==> src/rtl/line_buffer_sequencer.sv <==
// Frame controller for a shift-register line buffer: gates the shift enable and tracks input/output raster coordinates.
// Latency: EN and flush_sel are combinational with the pixel; out_valid and the status pulses are registered one cycle later.
// Backpressure: none; pix_valid gaps stall all counters, and a flush runs for exactly NUMBER_OF_LINES*WIDTH cycles.
module line_buffer_sequencer #(
    parameter int WIDTH           = 640,
    parameter int HEIGHT          = 480,
    parameter int NUMBER_OF_LINES = 3,
    parameter int XW              = 10,
    parameter int YW              = 9
) (
    input  logic          clock,
    input  logic          reset,
    input  logic          pix_valid,
    input  logic          sof,
    output logic          EN,
    output logic          flush_sel,
    output logic [XW-1:0] x_in,
    output logic [YW-1:0] y_in,
    output logic          out_valid,
    output logic [XW-1:0] x_out,
    output logic [YW-1:0] y_out,
    output logic          busy,
    output logic          frame_done,
    output logic          err_sync
);

    // D is the buffer depth in shifts; a full frame is PIXELS input shifts plus D flush shifts.
    localparam int D      = NUMBER_OF_LINES * WIDTH;
    localparam int PIXELS = WIDTH * HEIGHT;
    localparam int NW     = $clog2(D + PIXELS + 1);
    localparam int FW     = $clog2(D + 1);

    localparam logic [XW-1:0] X_LAST  = XW'(WIDTH - 1);
    localparam logic [YW-1:0] Y_LAST  = YW'(HEIGHT - 1);
    localparam logic [NW-1:0] N_FIRST = NW'(D);
    localparam logic [NW-1:0] N_END   = NW'(D + PIXELS);
    localparam logic [FW-1:0] F_LAST  = FW'(D - 1);

    typedef enum logic [1:0] {
        IDLE  = 2'd0,
        RUN   = 2'd1,
        FLUSH = 2'd2
    } state_t;

    state_t        state;
    state_t        state_nxt;
    logic [XW-1:0] x_in_nxt;
    logic [YW-1:0] y_in_nxt;
    logic [FW-1:0] flush_cnt;
    logic [FW-1:0] flush_cnt_nxt;
    logic [NW-1:0] shift_cnt;      // shifts since the current frame started
    logic [NW-1:0] shift_cnt_nxt;
    logic          restart;
    logic          shift;
    logic          out_valid_nxt;
    logic          done_nxt;
    logic          err_nxt;

    // A sof only counts when it rides on a real pixel; it always opens a fresh frame.
    assign restart = pix_valid & sof;
    assign EN      = shift;
    assign busy    = (state != IDLE);

    // Next-state, input-side counters, and the shift enable for this cycle.
    always_comb begin
        state_nxt     = state;
        x_in_nxt      = x_in;
        y_in_nxt      = y_in;
        flush_cnt_nxt = flush_cnt;
        shift_cnt_nxt = shift_cnt;
        shift         = 1'b0;
        flush_sel     = 1'b0;
        done_nxt      = 1'b0;
        err_nxt       = 1'b0;

        if (restart) begin
            // The sof pixel itself is (0,0) and is shifted in, so the next input is column 1.
            shift         = 1'b1;
            state_nxt     = RUN;
            x_in_nxt      = XW'(1);
            y_in_nxt      = '0;
            flush_cnt_nxt = '0;
            shift_cnt_nxt = NW'(1);
            err_nxt       = (state != IDLE);
        end else begin
            case (state)
                RUN: begin
                    if (pix_valid) begin
                        shift         = 1'b1;
                        shift_cnt_nxt = shift_cnt + NW'(1);
                        if (x_in == X_LAST) begin
                            x_in_nxt = '0;
                            if (y_in == Y_LAST) begin
                                y_in_nxt  = '0;
                                state_nxt = FLUSH;
                            end else begin
                                y_in_nxt = y_in + YW'(1);
                            end
                        end else begin
                            x_in_nxt = x_in + XW'(1);
                        end
                    end
                end
                FLUSH: begin
                    shift         = 1'b1;
                    flush_sel     = 1'b1;
                    shift_cnt_nxt = shift_cnt + NW'(1);
                    if (flush_cnt == F_LAST) begin
                        flush_cnt_nxt = '0;
                        shift_cnt_nxt = '0;
                        state_nxt     = IDLE;
                        done_nxt      = 1'b1;
                    end else begin
                        flush_cnt_nxt = flush_cnt + FW'(1);
                    end
                end
                default: begin
                end
            endcase
        end

        // Reset wins over any pixel arriving in the same cycle.
        if (reset) begin
            shift     = 1'b0;
            flush_sel = 1'b0;
        end
    end

    // After shift n the buffer head holds pixel n-D; only n in [D, D+PIXELS) is a real pixel.
    // The final flush shift clears shift_cnt_nxt, which keeps it outside that window.
    always_comb begin
        out_valid_nxt = shift && (shift_cnt_nxt >= N_FIRST) && (shift_cnt_nxt < N_END);
    end

    // State, input-side counters and status pulses.
    always_ff @(posedge clock) begin
        if (reset) begin
            state      <= IDLE;
            x_in       <= '0;
            y_in       <= '0;
            flush_cnt  <= '0;
            shift_cnt  <= '0;
            out_valid  <= 1'b0;
            frame_done <= 1'b0;
            err_sync   <= 1'b0;
        end else begin
            state      <= state_nxt;
            x_in       <= x_in_nxt;
            y_in       <= y_in_nxt;
            flush_cnt  <= flush_cnt_nxt;
            shift_cnt  <= shift_cnt_nxt;
            out_valid  <= out_valid_nxt;
            frame_done <= done_nxt;
            err_sync   <= err_nxt;
        end
    end

    // Output raster position: advances once per valid output pixel, wraps to (0,0) after the last one.
    always_ff @(posedge clock) begin
        if (reset) begin
            x_out <= '0;
            y_out <= '0;
        end else if (restart) begin
            x_out <= '0;
            y_out <= '0;
        end else if (out_valid) begin
            if (x_out == X_LAST) begin
                x_out <= '0;
                y_out <= (y_out == Y_LAST) ? '0 : y_out + YW'(1);
            end else begin
                x_out <= x_out + XW'(1);
            end
        end
    end

endmodule

==> config.mk <==
export PLATFORM = sky130hd
export DESIGN_NAME = line_buffer_sequencer
export DESIGN_NICKNAME = d
export VERILOG_FILES = /design/src/rtl/line_buffer_sequencer.sv
export SDC_FILE = /design/constraint.sdc
export NUM_CORES = 1
export LEC_CHECK = 0
export CAP_MARGIN = 25
export CORE_MARGIN = 4
export CORE_UTILIZATION = 59
export DETAILED_ROUTE_END_ITERATION = 8
export PLACE_DENSITY = 0.9
export SETUP_SLACK_MARGIN = 0.05
export SLEW_MARGIN = 20
export SYNTH_ARGS = -nofsm -noshare
export SYNTH_HDL_FRONTEND = slang
export SYNTH_SLANG_ARGS = --single-unit
export TNS_END_PERCENT = 10
==> constraint.sdc <==
create_clock -name clock -period 5.3 [get_ports clock]
set_input_delay 1.06 -clock clock [delete_from_list [all_inputs] [get_ports clock]]
set_output_delay 1.06 -clock clock [all_outputs]
set_load 0.005 [all_outputs]
Word-level counts from Yosys, hierarchy flattened
Cells that the tools add are included.
{"block": "word_totals", "ram_bits": 0, "memories": 0, "mem_bits_ro": 0, "wordCells": 80, "latchBits": 0, "register_bits": 73}
{"block": "classes", "n_mul": 0, "eq_ne": 15, "addsub": 6, "div_mod_pow": 0, "bitwise_logic": 3, "n_reduce_logical": 16, "muxes": 26, "magnitude_cmp": 2, "n_shift": 0}
{"cell": "$mux W19", "count": 3}
{"cell": "$pmux W19 S2", "count": 1}
{"cell": "$add A10 B1 Y10 const B", "count": 2}
{"cell": "$eq A10 B10 Y1 const B", "count": 2}
{"cell": "$mux W10", "count": 2}
{"cell": "$add A19 B1 Y19 const B", "count": 1}
{"cell": "$ge A19 B11 Y1 const B", "count": 1}
{"cell": "$lt A19 B19 Y1 const B", "count": 1}
{"cell": "$add A9 B1 Y9 const B", "count": 2}
{"cell": "$eq A9 B9 Y1 const B", "count": 2}
{"cell": "$mux W9", "count": 2}
{"cell": "$ne A3 B3 Y1 const B", "count": 4}
{"cell": "$add A11 B1 Y11 const B", "count": 1}
{"cell": "$eq A11 B11 Y1 const B", "count": 1}
{"cell": "$mux W1", "count": 11}
{"cell": "$mux W11", "count": 1}
{"cell": "$reduce_and A5 Y1", "count": 2}
{"cell": "$mux W2", "count": 4}
{"cell": "$ne A2 B2 Y1 const B", "count": 4}
{"cell": "$reduce_bool A2 Y1", "count": 4}
{"cell": "$reduce_and A2 Y1", "count": 3}
{"cell": "$pmux W2 S2", "count": 1}
{"cell": "$reduce_or A2 Y1", "count": 2}
{"cell": "$reduce_and A3 Y1", "count": 1}
{"cell": "8 further kinds", "count": 10}

Depth between registers and ports, before layout
{"block": "logic_depth", "depth_word": 7, "mapped_depth": 11, "ltp_nobuf": 10}

Worst setup path after synthesis
No wires, ideal clock.
{"block": "synth_timing", "path_type": "input -> output", "start": "in pix_valid", "end": "out flush_sel", "setup_slack_ns": 2.312, "path_buffers": 2, "required_time_ns": 4.240, "stages": 5, "t_arrival_ns": 1.928, "cell_sequence": "clkbuf_2 -> and2_1 -> clkbuf_1 -> nor2_1 -> and2_1"}
{"block": "synth_via", "elab_chain_len": 3}
{"element": "from (decl)", "line": "13", "rtl": "input logic pix_valid,"}
{"element": "$and A1 B1 Y1", "line": "60", "rtl": "assign restart = pix_valid & sof;"}
{"element": "$mux W1", "line": "76", "rtl": "if (restart) begin"}
{"element": "$mux W1", "line": "123", "rtl": "if (reset) begin"}
{"element": "to (decl)", "line": "16", "rtl": "output logic flush_sel,"}
Every way passes these cells.

Final worst setup path
{"block": "layout_timing", "start": "in pix_valid", "end": "out EN"}
{"block": "layout_via", "elab_chain_len": 4, "elab_cells_between_ends": 5}
{"element": "$mux W1", "line": "88", "rtl": "if (pix_valid) begin"}
{"element": "$pmux W1 S2", "line": "86", "rtl": "case (state)"}
{"element": "$mux W1 *", "line": "76"}
{"element": "$mux W1 *", "line": "123"}
{"element": "to (decl)", "line": "15", "rtl": "output logic EN,"}
Mark *: on every way between the ends. The rest lies on a longest branch, timed or not.

==> summary.txt <==
Run status
  • Status: completed

Floorplan
  • Die area: 0.00734 sq mm
  • Site Rows: 28
  • Core area: 0.00589 sq mm
  • Chip width: 85.6 um
  • Starting Density: 60.4%
  • Die Span Y: 85.6 um
  • I/O pins: 48

Power and ir drop
  • Combinational Power Share: 7.7%
  • Leak: 1.46 nW
  • Switch share: 25.7%
  • Pwr/cell area: 251 mW/mm^2
  • Net switching power: 276 uW
  • Sequential power share: 51.8%
  • Worst VDD drop: 167 uV
  • Share of total power in the clock network: 40.5%
  • Int Power: 797 uW
  • Total power draw: 1.07 mW

Synth
  • Synth Area in Simple Gates: 30.8%
  • Cells after synthesis: 436
  • Seq/Total Area, Yosys: 41.1%
  • Syn Nets: 449
  • Async SR Flop Fraction: 0%
  • Yosys cell types: 50
  • Post-Syn Area: 0.00356 sq mm
  • Post-synthesis adder-cell area fraction: 3.17%
  • Main combinational cell family by area after synthesis: simple AND/OR/NAND/NOR gates
  • Multiplexer area fraction after synthesis: 1.16%
  • Fraction of synthesized cell area in xor and xnor cells: 9.36%
  • Yosys warns: 0
  • Main synth FF type: dfxtp_1
  • Compound-gate portion of the synthesized area: 12.2%
  • Mean area per synthesized cell: 8.16 sq um
  • Synth Register Bits: 73
  • Post-synth EDFFs: 0

Global routing
  • Vias in the first global route: 3226
  • First-pass GRT wire length: 14500 um
  • Initial antenna violation count: 0
  • Largest net degree at the start of global routing: 26
  • Gr ovfl total: 0
  • Total GRT Usage: 24.3%

Timing
  • Max Slew Vio Count: 0
  • Transition time of the tightest slew-check pin: 0.976 ns
  • Fin crit period: 4.10 ns
  • Max frequency: 0.244 GHz
  • Slew headroom: 34.3%
  • Final Cycle Share: 77.4%
  • Setup Skew: 0.0110 ns
  • RSZ-0062 raised after global routing: false
  • Final setup violation count: 0
  • Setup WS post-layout: 1.20 ns
  • Setup TNS Final: 0 ns
  • Hold Violations, Final: 0

Setup path
  • Worst Reg-to-Reg Cells: 10
  • R2r setup slk: 2.29 ns
  • Reg-to-reg startpoint: state[0]
  • Worst Setup SP: pix_valid
  • Worst EP required: 4.24 ns
  • Startpoint Class: input port
  • R2r endpoint: out_valid
  • CP endpoint: EN
  • CP arrival: 3.04 ns
  • Crit end category: output port
  • Worst-path maximum fanout: 8
  • Crit Path Category: in2out

Finish
  • Share of layout cells above drive strength 1: 4.73%
  • Fin cells: 561
  • Fin util: 72.5%
  • Final layout net count: 494
  • Antenna fix cells: 0
  • Syn-to-layout area delta: 20.0%

Place
  • Placement Setup Slack: 1.28 ns
  • Dpl hpwl: 6010 um
  • I/O Buffers: 47
  • Final Wtd Congestion: 0.916
  • Post-Place Cells: 545

Clocking
  • Post-CTS Hold Fix Bufs: 0
  • Total CTS buffers: 9
  • Htree depth: 3
  • Longest Clk Path Bufs: 2
  • Cts repair resizes: 0
  • CTS tree: built
  • Post-CTS setup buffers: 0
  • Latest clock arrival within the worst-skew pair: 0.36 ns
  • Reg clk slew, reported paths: 0.08 ns
  • Clock root cell: clkbuf_8
  • Clk sink count: 73

Routing
  • 1st-pass router iterations: 4
  • DRT iter0 DRCs: 262
  • Via count: 3292
  • Drt drc: 0
  • Detail Route Antenna Nets: 0
  • DR WL/cell: 15.1 um
  • Total wire length: 8480 um
  • Via density: 5.87

Flow run
  • Max Cap Violations: 0

Min path
  • Min-Delay Path Class: reg2reg
==> sequential cells by signal (all words and copies together) (netlist names) <==
name and flops:
err_sync 1, flush_cnt 11, frame_done 1, out_valid 1, shift_cnt 19, state 2, x_in 10, x_out 10
y_in 9, y_out 9
==> worst min path at each step <==
| stage | cells after the start | endpoint | slack, ns | startpoint |
|---|---|---|---|---|
| after floorplan | 2 | flush_cnt[1] | 0.46 | flush_cnt[1] |
| after global placement | 2 | y_out[8] | 0.48 | y_out[8] |
| after detailed placement | 2 | y_out[8] | 0.49 | y_out[8] |
| after CTS | 2 | y_out[8] | 0.50 | y_out[8] |
| after global routing | 2 | y_out[8] | 0.54 | y_out[8] |
| final | 2 | y_out[8] | 0.51 | y_out[8] |
==> kinds of logic after synthesis <==
family                     Yosys count
muxes                                4
xor gates and xnor gates            38
and+or+nand+nor                    227
adders and majority gates            9
buffers and inverters               20
DFF                                 73
AOI/OAI and AO/OA                   65
==> critical path, stage by stage <==
cell and delay [ns]:
clkdlybuf4s50_1 0.59, and2_0 0.35, o21ai_0 0.16, a21oi_1 0.30, clkdlybuf4s50_1 0.58
==> cell usage in the layout, fill, tap and decap left out, drive strengths merged, types with 10 or more instances in the layout <==
| cell | n |
|---|---|
| nand2 | 46 |
| nand3 | 27 |
| a21oi | 23 |
| nor2 | 81 |
| xor2 | 28 |
| clkbuf | 10 |
| dfxtp | 73 |
| clkdlybuf4s50 | 47 |
| o21ai | 17 |
| xnor2 | 10 |
| nand4 | 17 |
==> power by group through the flow <==
stage	Sequential [mW]	Combinational (mW)	Clock, mW
2_1_floorplan	0.568	0.0571	0
3_3_place_gp	0.568	0.0787	0
5_1_grt	0.556	0.0925	0.467
6_report	0.556	0.0826	0.435
4_1_cts	0.556	0.0811	0.440
3_5_place_dp	0.569	0.0802	0
==> final cells by class <==
class                      instances  area [sq um]
clock buffer                      10           128
clock inverter                     6          67.6
fill                             454          1620
inverter                           6          22.5
multi-input combinational        343          2020
sequential                        73          1460
tap                               75          93.8
timing repair buffer              48           478
==> cells in the mapped netlist, types with 2 or more instances <==
| cell | instances | area share (%) |
|---|---|---|
| ha_1 | 9 | 3.2 |
| a22oi_1 | 3 | 0.63 |
| o31ai_1 | 2 | 0.42 |
| a21oi_1 | 23 | 3.2 |
| a41oi_1 | 3 | 0.74 |
| or2_2 | 2 | 0.35 |
| dfxtp_1 | 73 | 41 |
| nand2b_1 | 3 | 0.53 |
| nor3_1 | 8 | 1.1 |
| nand4_1 | 17 | 3.0 |
| nor2b_1 | 4 | 0.70 |
| and2_1 | 8 | 1.4 |
| inv_1 | 6 | 0.63 |
| nand2_1 | 46 | 4.9 |
| nor2_1 | 81 | 8.5 |
| clkbuf_1 | 11 | 1.2 |
| xnor2_1 | 10 | 2.5 |
| xor2_1 | 28 | 6.9 |
| mux2i_1 | 3 | 0.84 |
| and3_1 | 9 | 1.6 |
| a31oi_1 | 3 | 0.53 |
| or3_1 | 3 | 0.53 |
| a21o_1 | 2 | 0.42 |
| nor4_1 | 6 | 1.1 |
| nand3b_1 | 2 | 0.42 |
| o21ai_0 | 17 | 2.4 |
| nand4b_1 | 3 | 0.74 |
| a311oi_1 | 3 | 0.74 |
| nand3_1 | 27 | 3.8 |
==> routing by layer <==
metal | vias to the layer above | part of all wire [%] | global-route usage, %
li1 | 1618 | - | -
met1 | 1557 | 43 | 29.0
met2 | 98 | 49 | 40.7
met3 | 19 | 5.7 | 5.00
met4 | 0 | 2.2 | 13.7
met5 | - | 0 | 0
==> through the flow <==
stage | hold WS [ns] | cell area [sq um]
after CTS | 0.501 | 4270
after floorplan | 0.463 | 3560
final | 0.505 | 4270
after detailed placement | 0.488 | 4070
after global placement | 0.475 | 4070
after global routing | 0.540 | 4270
Note: power is estimated with default switching activity, not from simulation.
